**src/rtl/mc_controller_pkg.sv**
```systemverilog
// Shared types, codes and FSM helper functions for the multicycle controller.
package mc_controller_pkg;

  typedef enum logic [3:0] {
    FETCH, DECODE, MEMADR, MEMREAD, MEMWB, MEMWRITE,
    EXECUTER, EXECUTEI, ALUWB, BRANCH
  } state_t;

  localparam logic [1:0] ALU_ADD = 2'b00;
  localparam logic [1:0] ALU_SUB = 2'b01;
  localparam logic [1:0] ALU_AND = 2'b10;
  localparam logic [1:0] ALU_ORR = 2'b11;

  localparam logic [1:0] OP_DP    = 2'b00;
  localparam logic [1:0] OP_MEM   = 2'b01;
  localparam logic [1:0] OP_BR    = 2'b10;
  localparam logic [1:0] OP_UNDEF = 2'b11;

  localparam logic [1:0] RES_ALUOUT    = 2'b00;
  localparam logic [1:0] RES_DATA      = 2'b01;
  localparam logic [1:0] RES_ALURESULT = 2'b10;

  localparam logic [1:0] SRCB_REG  = 2'b00;
  localparam logic [1:0] SRCB_IMM  = 2'b01;
  localparam logic [1:0] SRCB_FOUR = 2'b10;

  typedef struct packed {
    logic       next_pc;
    logic       ir_write;
    logic       adr_src;
    logic [1:0] result_src;
    logic       alu_src_a;
    logic [1:0] alu_src_b;
    logic       reg_w;
    logic       mem_w;
    logic       alu_op;
    logic       branch;
  } ctrl_t;

  function automatic state_t next_state(state_t s, logic [1:0] op, logic [5:0] funct);
    state_t n;
    n = FETCH;
    case (s)
      FETCH: n = DECODE;
      DECODE: begin
        case (op)
          OP_MEM:  n = MEMADR;
          OP_DP:   n = funct[5] ? EXECUTEI : EXECUTER;
          OP_BR:   n = BRANCH;
          default: n = FETCH;
        endcase
      end
      MEMADR:             n = funct[0] ? MEMREAD : MEMWRITE;
      MEMREAD:            n = MEMWB;
      EXECUTER, EXECUTEI: n = ALUWB;
      default:            n = FETCH;
    endcase
    return n;
  endfunction

  function automatic ctrl_t state_ctrl(state_t s);
    ctrl_t c;
    c = '0;
    case (s)
      FETCH: begin
        c.ir_write   = 1'b1;
        c.next_pc    = 1'b1;
        c.alu_src_a  = 1'b1;
        c.alu_src_b  = SRCB_FOUR;
        c.result_src = RES_ALURESULT;
      end
      DECODE: begin
        c.alu_src_a  = 1'b1;
        c.alu_src_b  = SRCB_FOUR;
        c.result_src = RES_ALURESULT;
      end
      MEMADR:  c.alu_src_b = SRCB_IMM;
      MEMREAD: c.adr_src = 1'b1;
      MEMWB: begin
        c.result_src = RES_DATA;
        c.reg_w      = 1'b1;
      end
      MEMWRITE: begin
        c.adr_src = 1'b1;
        c.mem_w   = 1'b1;
      end
      EXECUTER: begin
        c.alu_op    = 1'b1;
        c.alu_src_b = SRCB_REG;
      end
      EXECUTEI: begin
        c.alu_op    = 1'b1;
        c.alu_src_b = SRCB_IMM;
      end
      ALUWB: c.reg_w = 1'b1;
      BRANCH: begin
        c.alu_src_b  = SRCB_IMM;
        c.result_src = RES_ALURESULT;
        c.branch     = 1'b1;
      end
      default: c = '0;
    endcase
    return c;
  endfunction

endpackage

```
**src/rtl/mc_controller_alu_decoder.sv**
```systemverilog
// ALU operation and flag-write decode from the data-processing cmd/S fields.
module alu_decoder
  import mc_controller_pkg::*;
(
  input  logic       alu_op,
  input  logic [5:0] funct,
  output logic [1:0] alu_control,
  output logic [1:0] flag_w,
  output logic       no_write
);

  logic [3:0] cmd;
  logic       s_bit;
  logic       supported;

  assign cmd   = funct[4:1];
  assign s_bit = funct[0];

  always_comb begin
    alu_control = ALU_ADD;
    no_write    = 1'b0;
    supported   = 1'b0;
    if (alu_op) begin
      supported = 1'b1;
      case (cmd)
        4'b0100: alu_control = ALU_ADD;
        4'b0010: alu_control = ALU_SUB;
        4'b0000: alu_control = ALU_AND;
        4'b1100: alu_control = ALU_ORR;
        4'b1010: begin
          alu_control = ALU_SUB;
          no_write    = 1'b1;
        end
        default: supported = 1'b0;
      endcase
    end
  end

  // Carry/overflow only make sense for the arithmetic operations.
  always_comb begin
    flag_w    = 2'b00;
    flag_w[1] = supported & s_bit;
    flag_w[0] = supported & s_bit & ((alu_control == ALU_ADD) || (alu_control == ALU_SUB));
  end

endmodule

```
**src/rtl/mc_controller.sv**
```systemverilog
// Multicycle Moore controller: state register with registered per-state controls.
module mc_controller
  import mc_controller_pkg::*;
(
  input  logic       clk,
  input  logic       reset,
  input  logic [1:0] op,
  input  logic [5:0] funct,
  input  logic [3:0] rd,
  output logic       pcs,
  output logic       reg_w,
  output logic       mem_w,
  output logic [1:0] flag_w,
  output logic       no_write,
  output logic       next_pc,
  output logic       ir_write,
  output logic       adr_src,
  output logic [1:0] result_src,
  output logic       alu_src_a,
  output logic [1:0] alu_src_b,
  output logic [1:0] alu_control,
  output logic [1:0] imm_src,
  output logic [1:0] reg_src,
  output logic [3:0] state_dbg
);

  state_t state;
  ctrl_t  ctrl;

  // Controls are registered from the next state so they line up with the state itself.
  always_ff @(posedge clk or posedge reset) begin
    if (reset) begin
      state <= FETCH;
      ctrl  <= state_ctrl(FETCH);
    end else begin
      state <= next_state(state, op, funct);
      ctrl  <= state_ctrl(next_state(state, op, funct));
    end
  end

  alu_decoder u_alu_decoder (
    .alu_op      (ctrl.alu_op),
    .funct       (funct),
    .alu_control (alu_control),
    .flag_w      (flag_w),
    .no_write    (no_write)
  );

  assign reg_w      = ctrl.reg_w;
  assign mem_w      = ctrl.mem_w;
  assign next_pc    = ctrl.next_pc;
  assign ir_write   = ctrl.ir_write;
  assign adr_src    = ctrl.adr_src;
  assign result_src = ctrl.result_src;
  assign alu_src_a  = ctrl.alu_src_a;
  assign alu_src_b  = ctrl.alu_src_b;
  assign pcs        = (ctrl.reg_w & (rd == 4'd15)) | ctrl.branch;
  assign imm_src    = op;
  assign reg_src    = {(op == OP_MEM), (op == OP_BR)};
  assign state_dbg  = state;

endmodule

```
**config.mk**
```make
export PLATFORM = sky130hd
export DESIGN_NAME = mc_controller
export DESIGN_NICKNAME = d
export VERILOG_FILES = /design/src/rtl/mc_controller_pkg.sv /design/src/rtl/mc_controller_alu_decoder.sv /design/src/rtl/mc_controller.sv
export SDC_FILE = /design/constraint.sdc
export NUM_CORES = 1
export LEC_CHECK = 0
export CAP_MARGIN = 20
export CORE_MARGIN = 5
export CORE_UTILIZATION = 39
export CTS_BUF_LIST = sky130_fd_sc_hd__clkbuf_16
export DETAILED_ROUTE_END_ITERATION = 8
export GPL_TIMING_DRIVEN = 0
export PLACE_DENSITY = 0.82
export SYNTH_ARGS = -nofsm -noshare
export SYNTH_HDL_FRONTEND = slang
export SYNTH_SLANG_ARGS = --single-unit
export TNS_END_PERCENT = 10
```
**constraint.sdc**
```tcl
create_clock -name clk -period 2 [get_ports clk]
set_input_delay 0.4 -clock clk [delete_from_list [all_inputs] [get_ports clk]]
set_output_delay 0.4 -clock clk [all_outputs]
set_load 0.01 [all_outputs]
```
==> results of run 1 <==
==> critical path: cells and delay by family <==
kind	cells	cell delay [ns]
buf+inv	3	1.13
==> power breakdown <==
part | leakage [uW] | total [uW] | internal [uW] | switching (uW)
clock network | 0.0000409 | 387 | 267 | 120
logic | 0.000330 | 796 | 448 | 348
registers | 0.000189 | 503 | 444 | 59.0
==> repair_timing <==
| action | CTS | global route |
|---|---|---|
| setup endpoints to repair | 10 | 1 |
| resized for setup | 11 | 2 |
| endpoints found under the hold margin | 0 | 0 |
==> worst paths after layout <==
kind,cells after the start,to,from
worst max-delay path,3,imm_src[1],op[1]
worst min-delay path,2,state_dbg[3]$_DFF_PP0_,reset
worst max register to register,5,result_src[1]$_DFF_PP1_,state_dbg[1]$_DFF_PP0_
worst min register to register,1,state_dbg[3]$_DFF_PP0_,state_dbg[3]$_DFF_PP0_
max in group asynchronous,2,alu_src_b[1]$_DFF_PP1_,reset
min in group clk,1,state_dbg[3]$_DFF_PP0_,state_dbg[3]$_DFF_PP0_
==> area by class of cell <==
type                       count  area, sq um  share of cell area, %
sequential                    15        380.4                  30.68
timing repair buffer          37        355.3                  28.66
multi-input combinational     46        307.8                  24.82
clock buffer                   3        75.07                  6.054
buffer                         9        71.32                  5.752
tap                           27        33.78                  2.725
inverter                       3        11.26                 0.9082
clock inverter                 1        5.005                 0.4036
==> through the flow <==
| stage | power, uW | setup WS (ns) |
|---|---|---|
| 3_5_place_dp | 1308 | -0.2952 |
| 6_report | 1686 | 0.06592 |
| 4_1_cts | 1695 | 0.01104 |
| 3_3_place_gp | 1275 | -0.2354 |
| 5_1_grt | 1779 | 0.02440 |
| 2_1_floorplan | 954.6 | 0.2474 |
==> registers in the layout, indices dropped and copies added (netlist names) <==
signal,flops
result_src,2
ir_write,1
adr_src,1
alu_src_b,2
reg_w,1
state_dbg,4
alu_src_a,1
ctrl,2
mem_w,1
==> cells by family after synthesis <==
group | Yosys count
compound gates | 11
xor+xnor | 1
flops | 15
simple gates | 34
buf+inv | 12
==> cells in the mapped netlist <==
cell	count	area, sq um
dfrtp_1	11	275.3
nor2_1	10	37.54
buf_4	8	60.06
nor3_1	6	30.03
dfstp_2	4	105.1
nand3b_1	4	30.03
inv_1	3	11.26
nand2b_1	3	18.77
a21oi_1	2	10.01
nor2b_1	2	12.51
o22ai_1	2	12.51
or3b_2	2	17.52
a211oi_1	1	7.510
a21boi_0	1	7.510
a31o_2	1	8.760
and3_1	1	6.260
and3_2	1	7.510
buf_6	1	11.26
nand2_1	1	3.750
nand3_1	1	5.000
nor3b_1	1	7.510
o21bai_1	1	7.510
o22ai_4	1	20.02
o2bb2a_1	1	10.01
o31a_1	1	8.760
or2_4	1	8.760
or4b_4	1	13.76
xor2_1	1	8.760
==> per-layer routing <==
metal,routed length [microns],up-vias
met5,0,-
met4,42,0
met3,86,4
met2,992,26
met1,790,326
li1,-,328
==> out/results.tsv, run 1 <==
stage	metric	value	unit
status	outcome	finished, final reports clean	
global_routing	grt_pass1_vias	679	
global_routing	overflow	0	
floorplan	ios	38	
critical_path	worstPathArrival	1.53	ns
global_routing	grtUsageMet3	4.360	%
timing	max_freq	517.0	MHz
placement	numPortBuffers	37	
logic_synthesis	synth-seq-cells	15	
timing	worst_slew_pin_slew	0.5494	ns
logic_synthesis	ys_types	28	
final_layout	final_core_util	64.52	%
global_routing	grt_pass1_wl	2898	microns
clock_tree	htree_levels	1	
floorplan	core_area	1922	sq um
global_routing	grt.total_usage	13.81	%
logic_synthesis	syn_avg_cell_area	10.46	sq um
global_routing	grt_max_degree	16	
logic_synthesis	synthesis.nets	87	
floorplan	num_rows	16	
final_layout	final_cell_area	1240	sq um
critical_path	cp_cell_sequence	dlygate4sd2_1 > buf_4 > clkdlybuf4s50_1	
final_layout	area_delta_synth_final	62.46	%
clock_tree	tritoncts.num_buffers	3	
floorplan	die_w	54.24	microns
critical_path	critPathRequiredTime	1.60	ns
logic_synthesis	synth_fa_ha_area_share	0	%
clock_tree	root_buffer	clkbuf_16	
clock_tree	cts.sinks	15	
critical_path	max_stage_delay	0.52	ns
timing	period_share	96.70	%
logic_synthesis	yosysWarnings	0	
critical_path	worst_setup_path_end_kind	primary output	
clock_tree	postCtsSetupBuffers	0	
floorplan	die_h	54.24	microns
placement	gp_congestion	0.7483	
logic_synthesis	synth_area	763.2	sq um
global_routing	antenna_found_initial	0	
final_layout	antenna_cells	0	
logic_synthesis	yosysSeqAreaShare	49.84	%
timing	finalSetupViolCount	0	
placement	place_hpwl	1446	microns
final_layout	fillers	160	
global_routing	grtUsageMet2	23.31	%
timing	period_needed	1.934	ns
timing	final.setup_skew	0.004273	ns
logic_synthesis	synth_xor_area_share	1.148	%
clock_tree	hold_buffers	0	
route	viasPerCell	4.851	
timing	drv_slew	0	
critical_path	r2r_slack	0.17	ns
placement	dp_cells	137	
timing	hold_viol_final	0	
final_layout	layout_commonest_cell	clkdlybuf4s50_1	
clock_tree	cts_buffer_depth	2	
route	avgRoutedWirePerCell	13.56	microns
final_layout	mostFrequentLayoutCells	28 x clkdlybuf4s50_1, 11 x dfrtp_1, 10 x nor2_1	
pwr	peakVddDrop	0.7584	mV
critical_path	path_class	primary input to primary output	
logic_synthesis	synth_compound_area_share	12.13	%
route	drtIter0Drc	15	
global_routing	use_met1	15.00	%
critical_path	critPathLaunchType	primary input	
timing	rsz0062_at_grt	no	
route	num_vias	684	
route	wl	1912	microns
final_layout	drive_gt1_share	22.81	%
pwr	p_per_area	1360	nW/um^2
logic_synthesis	synth_mux_area_share	0	%
clock_tree	clk_pin_slew	0.05	ns
global_routing	busiest_layer	met2	
pwr	p_leak	0.0005603	uW
logic_synthesis	synthCells	73	
hold_path	hp-class	primary input to async pin	
logic_synthesis	yosys.area_share.simple	26.07	%
final_layout	stdcell_count	141	
floorplan	die-area	2942	sq um
route	drc	0	
timing	setup_tns	0	ns
clock_tree	cts_tree	done	
final_layout	nets	129	
timing	hold-worst-slack	0.5128	ns
placement	placed_cell_area	1167	sq um
route	firstDrtPassIters	4	
timing	maxSlewHeadroom	63.33	%
logic_synthesis	synth_top_family_by_area	simple AND/OR/NAND/NOR gates	
route	antenna_left	0	
floorplan	initial_utilization	39.71	%
clock_tree	clock_latency	0.24	ns
critical_path	cpMaxStageDelayCell	clkdlybuf4s50_1	
run	max_cap_violations	0	
critical_path	cp_max_fo	8	
Note: power is estimated with default switching activity, not from simulation.
==> inputs of run 2 (changes only) <==
==> constraint.sdc (replaced) <==
create_clock -name clk -period 2 [get_ports clk]
set_input_delay 0.5 -clock clk [delete_from_list [all_inputs] [get_ports clk]]
set_output_delay 0.5 -clock clk [all_outputs]
set_load 0.01 [all_outputs]
==> out/results.tsv, run 2 (synthesized netlist as in run 1, its figures left out) <==
stage	metric	value	unit	change
global_routing	antenna_found_initial	0		unchanged
critical_path	cpMaxStageDelayCell	clkdlybuf4s50_1		
placement	place_hpwl	1446	microns	unchanged
global_routing	overflow	0		unchanged
final_layout	layout_commonest_cell	clkdlybuf4s50_1		
route	num_vias	684		unchanged
critical_path	reg2reg_depth	5		unchanged
pwr	peakVddDrop	0.7735	mV	+2.0%
pwr	finalPower	1684	uW	-0.16%
placement	gp_congestion	0.7483		unchanged
critical_path	worst_setup_path_end_kind	primary output		
critical_path	r2r_end	result_src[1]$_DFF_PP1_		
timing	hold_viol_final	0		unchanged
route	drc	0		unchanged
timing	finalSetupViolCount	0		unchanged
timing	final.setup_skew	0.004566	ns	+0.0002936 ns
global_routing	grt_max_degree	16		unchanged
clock_tree	cts_buffer_depth	2		unchanged
critical_path	endpoint	imm_src[1]		
global_routing	grt.total_usage	13.98	%	+0.17 points
clock_tree	root_buffer	clkbuf_16		
global_routing	grt_pass1_wl	2925	microns	+0.93%
route	avgRoutedWirePerCell	13.70	microns	+0.99%
final_layout	nets	129		unchanged
critical_path	cp_num_buf_inv	3		unchanged
clock_tree	tritoncts.num_buffers	3		unchanged
route	firstDrtPassIters	4		unchanged
critical_path	startpoint	op[1]		
timing	maxSlewHeadroom	63.35	%	about the same
clock_tree	clk_pin_slew	0.05	ns	about the same
pwr	p_leak	0.0005690	uW	+1.6%
critical_path	critPathTopFamily	buffers and inverters		
floorplan	die_w	54.24	microns	unchanged
final_layout	mostFrequentLayoutCells	23 x clkdlybuf4s50_1, 11 x dfrtp_1, 10 x nor2_1		
floorplan	ios	38		unchanged
global_routing	grt_pass1_vias	677		-0.29%
placement	numPortBuffers	37		unchanged
critical_path	regToRegStartpoint	state_dbg[1]$_DFF_PP0_		
route	wl	1931	microns	+0.99%
floorplan	die_h	54.24	microns	unchanged
critical_path	critPathRequiredTime	1.50	ns	-0.10 ns
timing	setup_slack	0.02890	ns	-0.03701 ns
placement	dp_slack	-0.4952	ns	-0.2000 ns
route	viasPerCell	4.851		unchanged
critical_path	max_stage_delay	0.52	ns	about the same
timing	period_share	98.55	%	+1.9 points
critical_path	cp_cell_sequence	clkdlybuf4s18_2 > buf_4 > clkdlybuf4s50_1		
final_layout	area_delta_synth_final	61.80	%	
final_layout	fillers	157		-1.9%
timing	max_freq	507.3	MHz	-1.9%
clock_tree	htree_levels	1		unchanged
critical_path	worstPathArrival	1.47	ns	-0.06 ns
floorplan	initial_utilization	39.71	%	unchanged
route	drtIter0Drc	13		-2
timing	drv_slew	0		unchanged
timing	worst_slew_pin_slew	0.5492	ns	-0.0002170 ns
floorplan	num_rows	16		unchanged
status	outcome	finished, final reports clean		
timing	period_needed	1.971	ns	+0.03701 ns
floorplan	core_area	1922	sq um	unchanged
run	max_cap_violations	0		unchanged
final_layout	antenna_cells	0		unchanged
floorplan	die-area	2942	sq um	unchanged
hold_path	hp-class	register to register		
final_layout	largest_reg_flops	4		unchanged
timing	rsz0062_at_grt	yes		
critical_path	crit_cells	3		unchanged
clock_tree	cts.sinks	15		unchanged
critical_path	r2r_slack	0.17	ns	about the same
clock_tree	cts_tree	done		
route	antenna_left	0		unchanged
critical_path	cp_max_fo	8		unchanged
final_layout	drive_gt1_share	29.82	%	+7.0 points
critical_path	path_class	primary input to primary output		
critical_path	critPathLaunchType	primary input		
pwr	p_per_area	1363	nW/um^2	+0.24%
clock_tree	clock_latency	0.24	ns	about the same
[run 2: cell count changes in the layout (fill, tap and decap cells not counted)]
| cell | before | now |
|---|---|---|
| a211oi_1 | 1 | 0 |
| a211oi_2 | 0 | 1 |
| buf_2 | 0 | 4 |
| clkdlybuf4s15_1 | 0 | 1 |
| clkdlybuf4s18_2 | 0 | 1 |
| clkdlybuf4s50_1 | 28 | 23 |
| dlygate4sd2_1 | 8 | 6 |
| dlymetal6s2s_1 | 0 | 1 |
| inv_1 | 3 | 2 |
| inv_2 | 0 | 1 |
| nor3_1 | 6 | 5 |
| nor3_2 | 0 | 1 |
[run 2: how the worst min path moves through the flow]
stage / from / to / slack, ns / depth (start not counted)
after floorplan: reset / adr_src$_DFF_PP0_ / 0.40 / 1
after global placement: state_dbg[3]$_DFF_PP0_ / state_dbg[3]$_DFF_PP0_ / 0.54 / 1
after detailed placement: state_dbg[3]$_DFF_PP0_ / state_dbg[3]$_DFF_PP0_ / 0.55 / 1
after CTS: state_dbg[2]$_DFF_PP0_ / state_dbg[0]$_DFF_PP0_ / 0.57 / 1
after global routing: state_dbg[2]$_DFF_PP0_ / state_dbg[0]$_DFF_PP0_ / 0.59 / 1
final: state_dbg[3]$_DFF_PP0_ / state_dbg[3]$_DFF_PP0_ / 0.57 / 1
[run 2: cell type report]
class,count,area (sq um),area share [%]
Clock inverter,1,5.005,0.4053
Inverter,3,11.26,0.9119
Tap cell,27,33.78,2.736
Timing Repair Buffer,37,340.3,27.56
Clock buffer,3,75.07,6.079
Sequential cell,15,380.4,30.80
Multi-Input combinational cell,46,317.8,25.73
Buffer,9,71.32,5.775
[run 2: through the flow]
step | hold WS, ns | util (%) | std cells | area (sq um) | setup TNS [ns]
floorplan | 0.3986 | - | 73 | 763.2 | 0
global placement | 0.5356 | 60.74 | 137 | 1167 | -4.467
detailed placement | 0.5510 | 60.74 | 137 | 1167 | -4.850
CTS | 0.5667 | 64.39 | 141 | 1237 | 0
global route | 0.5942 | 64.26 | 141 | 1235 | -0.007323
finish | 0.5680 | 64.26 | 141 | 1235 | 0
[run 2: timing repair]
action                                 4_1_cts  5_1_grt
resized for setup                           32        4
hold buffers                                 0        0
pin swaps                                    0        1
setup endpoints to repair                   13        5
buffers inserted                             0        0
endpoints found under the hold margin        0        0
cloned                                       0        0
[run 2: metal layers]
metal	global-route usage, %	part of all wire (%)	vias up
li1	-	-	330
met1	15.17	41	330
met2	24.50	53	22
met3	4.360	4.4	2
met4	6.639	0.78	0
met5	0	0	-
[run 2: power by group]
part / total [uW] / switching, uW / internal (uW)
Clock: 387 / 120 / 267
Sequential: 503 / 59.0 / 444
Combinational: 794 / 349 / 444
==> inputs of run 3 (changes only) <==
CORE_MARGIN = 2   (was 5)
==> out/results.tsv, run 3 (synthesized netlist as in run 1, its figures left out) <==
stage	metric	value	unit	change
status	outcome	finished, final reports clean		
clock_tree	cts.sinks	15		unchanged
global_routing	grt_pass1_vias	606		-10%
clock_tree	clock_latency	0.24	ns	about the same
pwr	pwr-share-comb	47.5	%	+0.3 points
clock_tree	clk_pin_slew	0.05	ns	about the same
critical_path	worstPathArrival	1.46	ns	about the same
clock_tree	postCtsSetupBuffers	0		unchanged
run	max_cap_violations	0		unchanged
global_routing	grt_max_degree	16		unchanged
floorplan	num_rows	16		unchanged
floorplan	initial_utilization	40.13	%	+0.42 points
global_routing	overflow	0		unchanged
placement	numPortBuffers	37		unchanged
timing	setup_tns	0	ns	unchanged
hold_path	hp-class	primary input to register		
floorplan	ios	38		unchanged
timing	worst_slew_pin_slew	0.5615	ns	+0.01228 ns
pwr	swShare	31.42	%	about the same
critical_path	max_stage_delay	0.41	ns	-0.11 ns
placement	gp_congestion	0.8075		+7.9%
route	antenna_left	0		unchanged
final_layout	antenna_cells	0		unchanged
pwr	finalPower	1681	uW	-0.15%
pwr	p_leak	0.0005721	uW	+0.54%
final_layout	nets	129		unchanged
timing	final.setup_skew	0.0009550	ns	-0.003611 ns
critical_path	cp_max_fo	3		-5
clock_tree	root_buffer	clkbuf_16		
timing	finalSetupViolCount	0		unchanged
final_layout	mostFrequentLayoutCells	23 x clkdlybuf4s50_1, 11 x dfrtp_1, 10 x nor2_1		
clock_tree	hold_buffers	0		unchanged
pwr	pwr-share-clk	22.3	%	-0.7 points
critical_path	critPathRequiredTime	1.50	ns	about the same
pwr	switching_power	528.1	uW	about the same
placement	dp_slack	-0.4859	ns	+0.009307 ns
clock_tree	cts_tree	done		
route	wl	1971	microns	+2.1%
global_routing	grt.total_usage	17.94	%	+4.0 points
route	drc	0		unchanged
floorplan	die_w	48.24	microns	-11%
pwr	p_per_area	1365	nW/um^2	+0.15%
placement	place_hpwl	1325	microns	-8.4%
critical_path	path_class	primary input to primary output		
route	drtIter0Drc	27		+14
critical_path	critPathTopFamily	buffers and inverters		
final_layout	layout_commonest_cell	clkdlybuf4s50_1		
clock_tree	htree_levels	1		unchanged
pwr	internal_power	1153	uW	-0.20%
floorplan	die-area	2327	sq um	-21%
pwr	peakVddDrop	0.9527	mV	+23%
timing	period_share	98.01	%	-0.54 points
clock_tree	cts_buffer_depth	2		unchanged
critical_path	critPathLaunchType	primary input		
pwr	p_seq_share	30.2	%	+0.3 points
final_layout	largest_reg_flops	4		unchanged
timing	setup_slack	0.03975	ns	+0.01084 ns
floorplan	die_h	48.24	microns	-11%
timing	max_freq	510.1	MHz	+0.55%
final_layout	area_delta_synth_final	61.31	%	
route	viasPerCell	4.887		+0.73%
global_routing	grt_pass1_wl	2898	microns	-0.92%
floorplan	core_area	1902	sq um	-1.0%
final_layout	drive_gt1_share	28.95	%	-0.88 points
route	num_vias	689		+0.73%
clock_tree	tritoncts.num_buffers	3		unchanged
route	avgRoutedWirePerCell	13.98	microns	+2.1%
timing	hold_viol_final	0		unchanged
timing	hold-worst-slack	0.5320	ns	-0.03602 ns
timing	rsz0062_at_grt	yes		
timing	maxSlewHeadroom	62.53	%	-0.82 points
critical_path	cp_num_buf_inv	2		-1
critical_path	cp_cell_sequence	clkdlybuf4s50_1 > nand2b_1 > a21oi_1 > clkdlybuf4s15_1		
timing	drv_slew	0		unchanged
timing	period_needed	1.960	ns	-0.01084 ns
critical_path	cpMaxStageDelayCell	clkdlybuf4s50_1		
critical_path	worst_setup_path_end_kind	primary output		
global_routing	antenna_found_initial	0		unchanged
route	firstDrtPassIters	4		unchanged
[run 3: worst paths after layout]
| path | endpoint | from | cells after the start | slack [ns] |
|---|---|---|---|---|
| setup / recovery | alu_control[0] | funct[1] | 4 | 0.04 |
| hold / removal | mem_w$_DFF_PP0_ | funct[0] | 2 | 0.53 |
| setup reg to reg | alu_src_b[0]$_DFF_PP0_ | state_dbg[1]$_DFF_PP0_ | 5 | 0.16 |
| hold reg to reg | state_dbg[0]$_DFF_PP0_ | state_dbg[2]$_DFF_PP0_ | 1 | 0.58 |
| max in group asynchronous | ir_write$_DFF_PP1_ | reset | 2 | 1.02 |
| min in group asynchronous | alu_src_b[0]$_DFF_PP0_ | reset | 2 | 0.61 |
[run 3: layout make-up]
cell class / count / area (sq um)
clock inverter: 1 / 3.754
fill: 155 / 670.6
inverter: 3 / 11.26
multi-input combinational: 46 / 320.3
sequential: 15 / 380.4
buffer: 9 / 71.32
tap: 27 / 33.78
clock buffer: 3 / 75.07
timing repair buffer: 37 / 335.3
[run 3: per-layer routing]
| metal | global-route usage [%] | wire [microns] |
|---|---|---|
| met1 | 23.68 | 772 |
| met2 | 30.00 | 1069 |
| met3 | 3.333 | 129 |
| met4 | 4.865 | 0 |
| met5 | 0 | 0 |
[run 3: worst reg2reg max path, delay by kind of cell (launching register included)]
family / cells / cell delay, ns
buf+inv: 1 / 0.14
simple gates: 2 / 0.83
flops: 1 / 0.38
compound gates: 2 / 0.36
[run 3: timing repair]
action,CTS,global route
pin swaps,0,1
setup endpoints to repair,14,4
gates cloned,0,0
gates resized for setup,35,3
endpoints found under the hold margin,0,0
[run 3: per-stage QoR]
step                      utilization (%)  instances  instance area [sq um]
after global placement              61.38        137                   1167
final                               64.74        141                   1231
after floorplan                         -         73                  763.2
after CTS                           64.80        141                   1232
after global routing                64.74        141                   1231
after detailed placement            61.38        137                   1167
[run 3: power by group through the flow]
stage	clock, uW	combinational [uW]	sequential (uW)
final	375	799	507
after global routing	395	866	516
after CTS	380	803	509
after detailed placement	0	784	509
after global placement	0	767	502
after floorplan	0	421	533
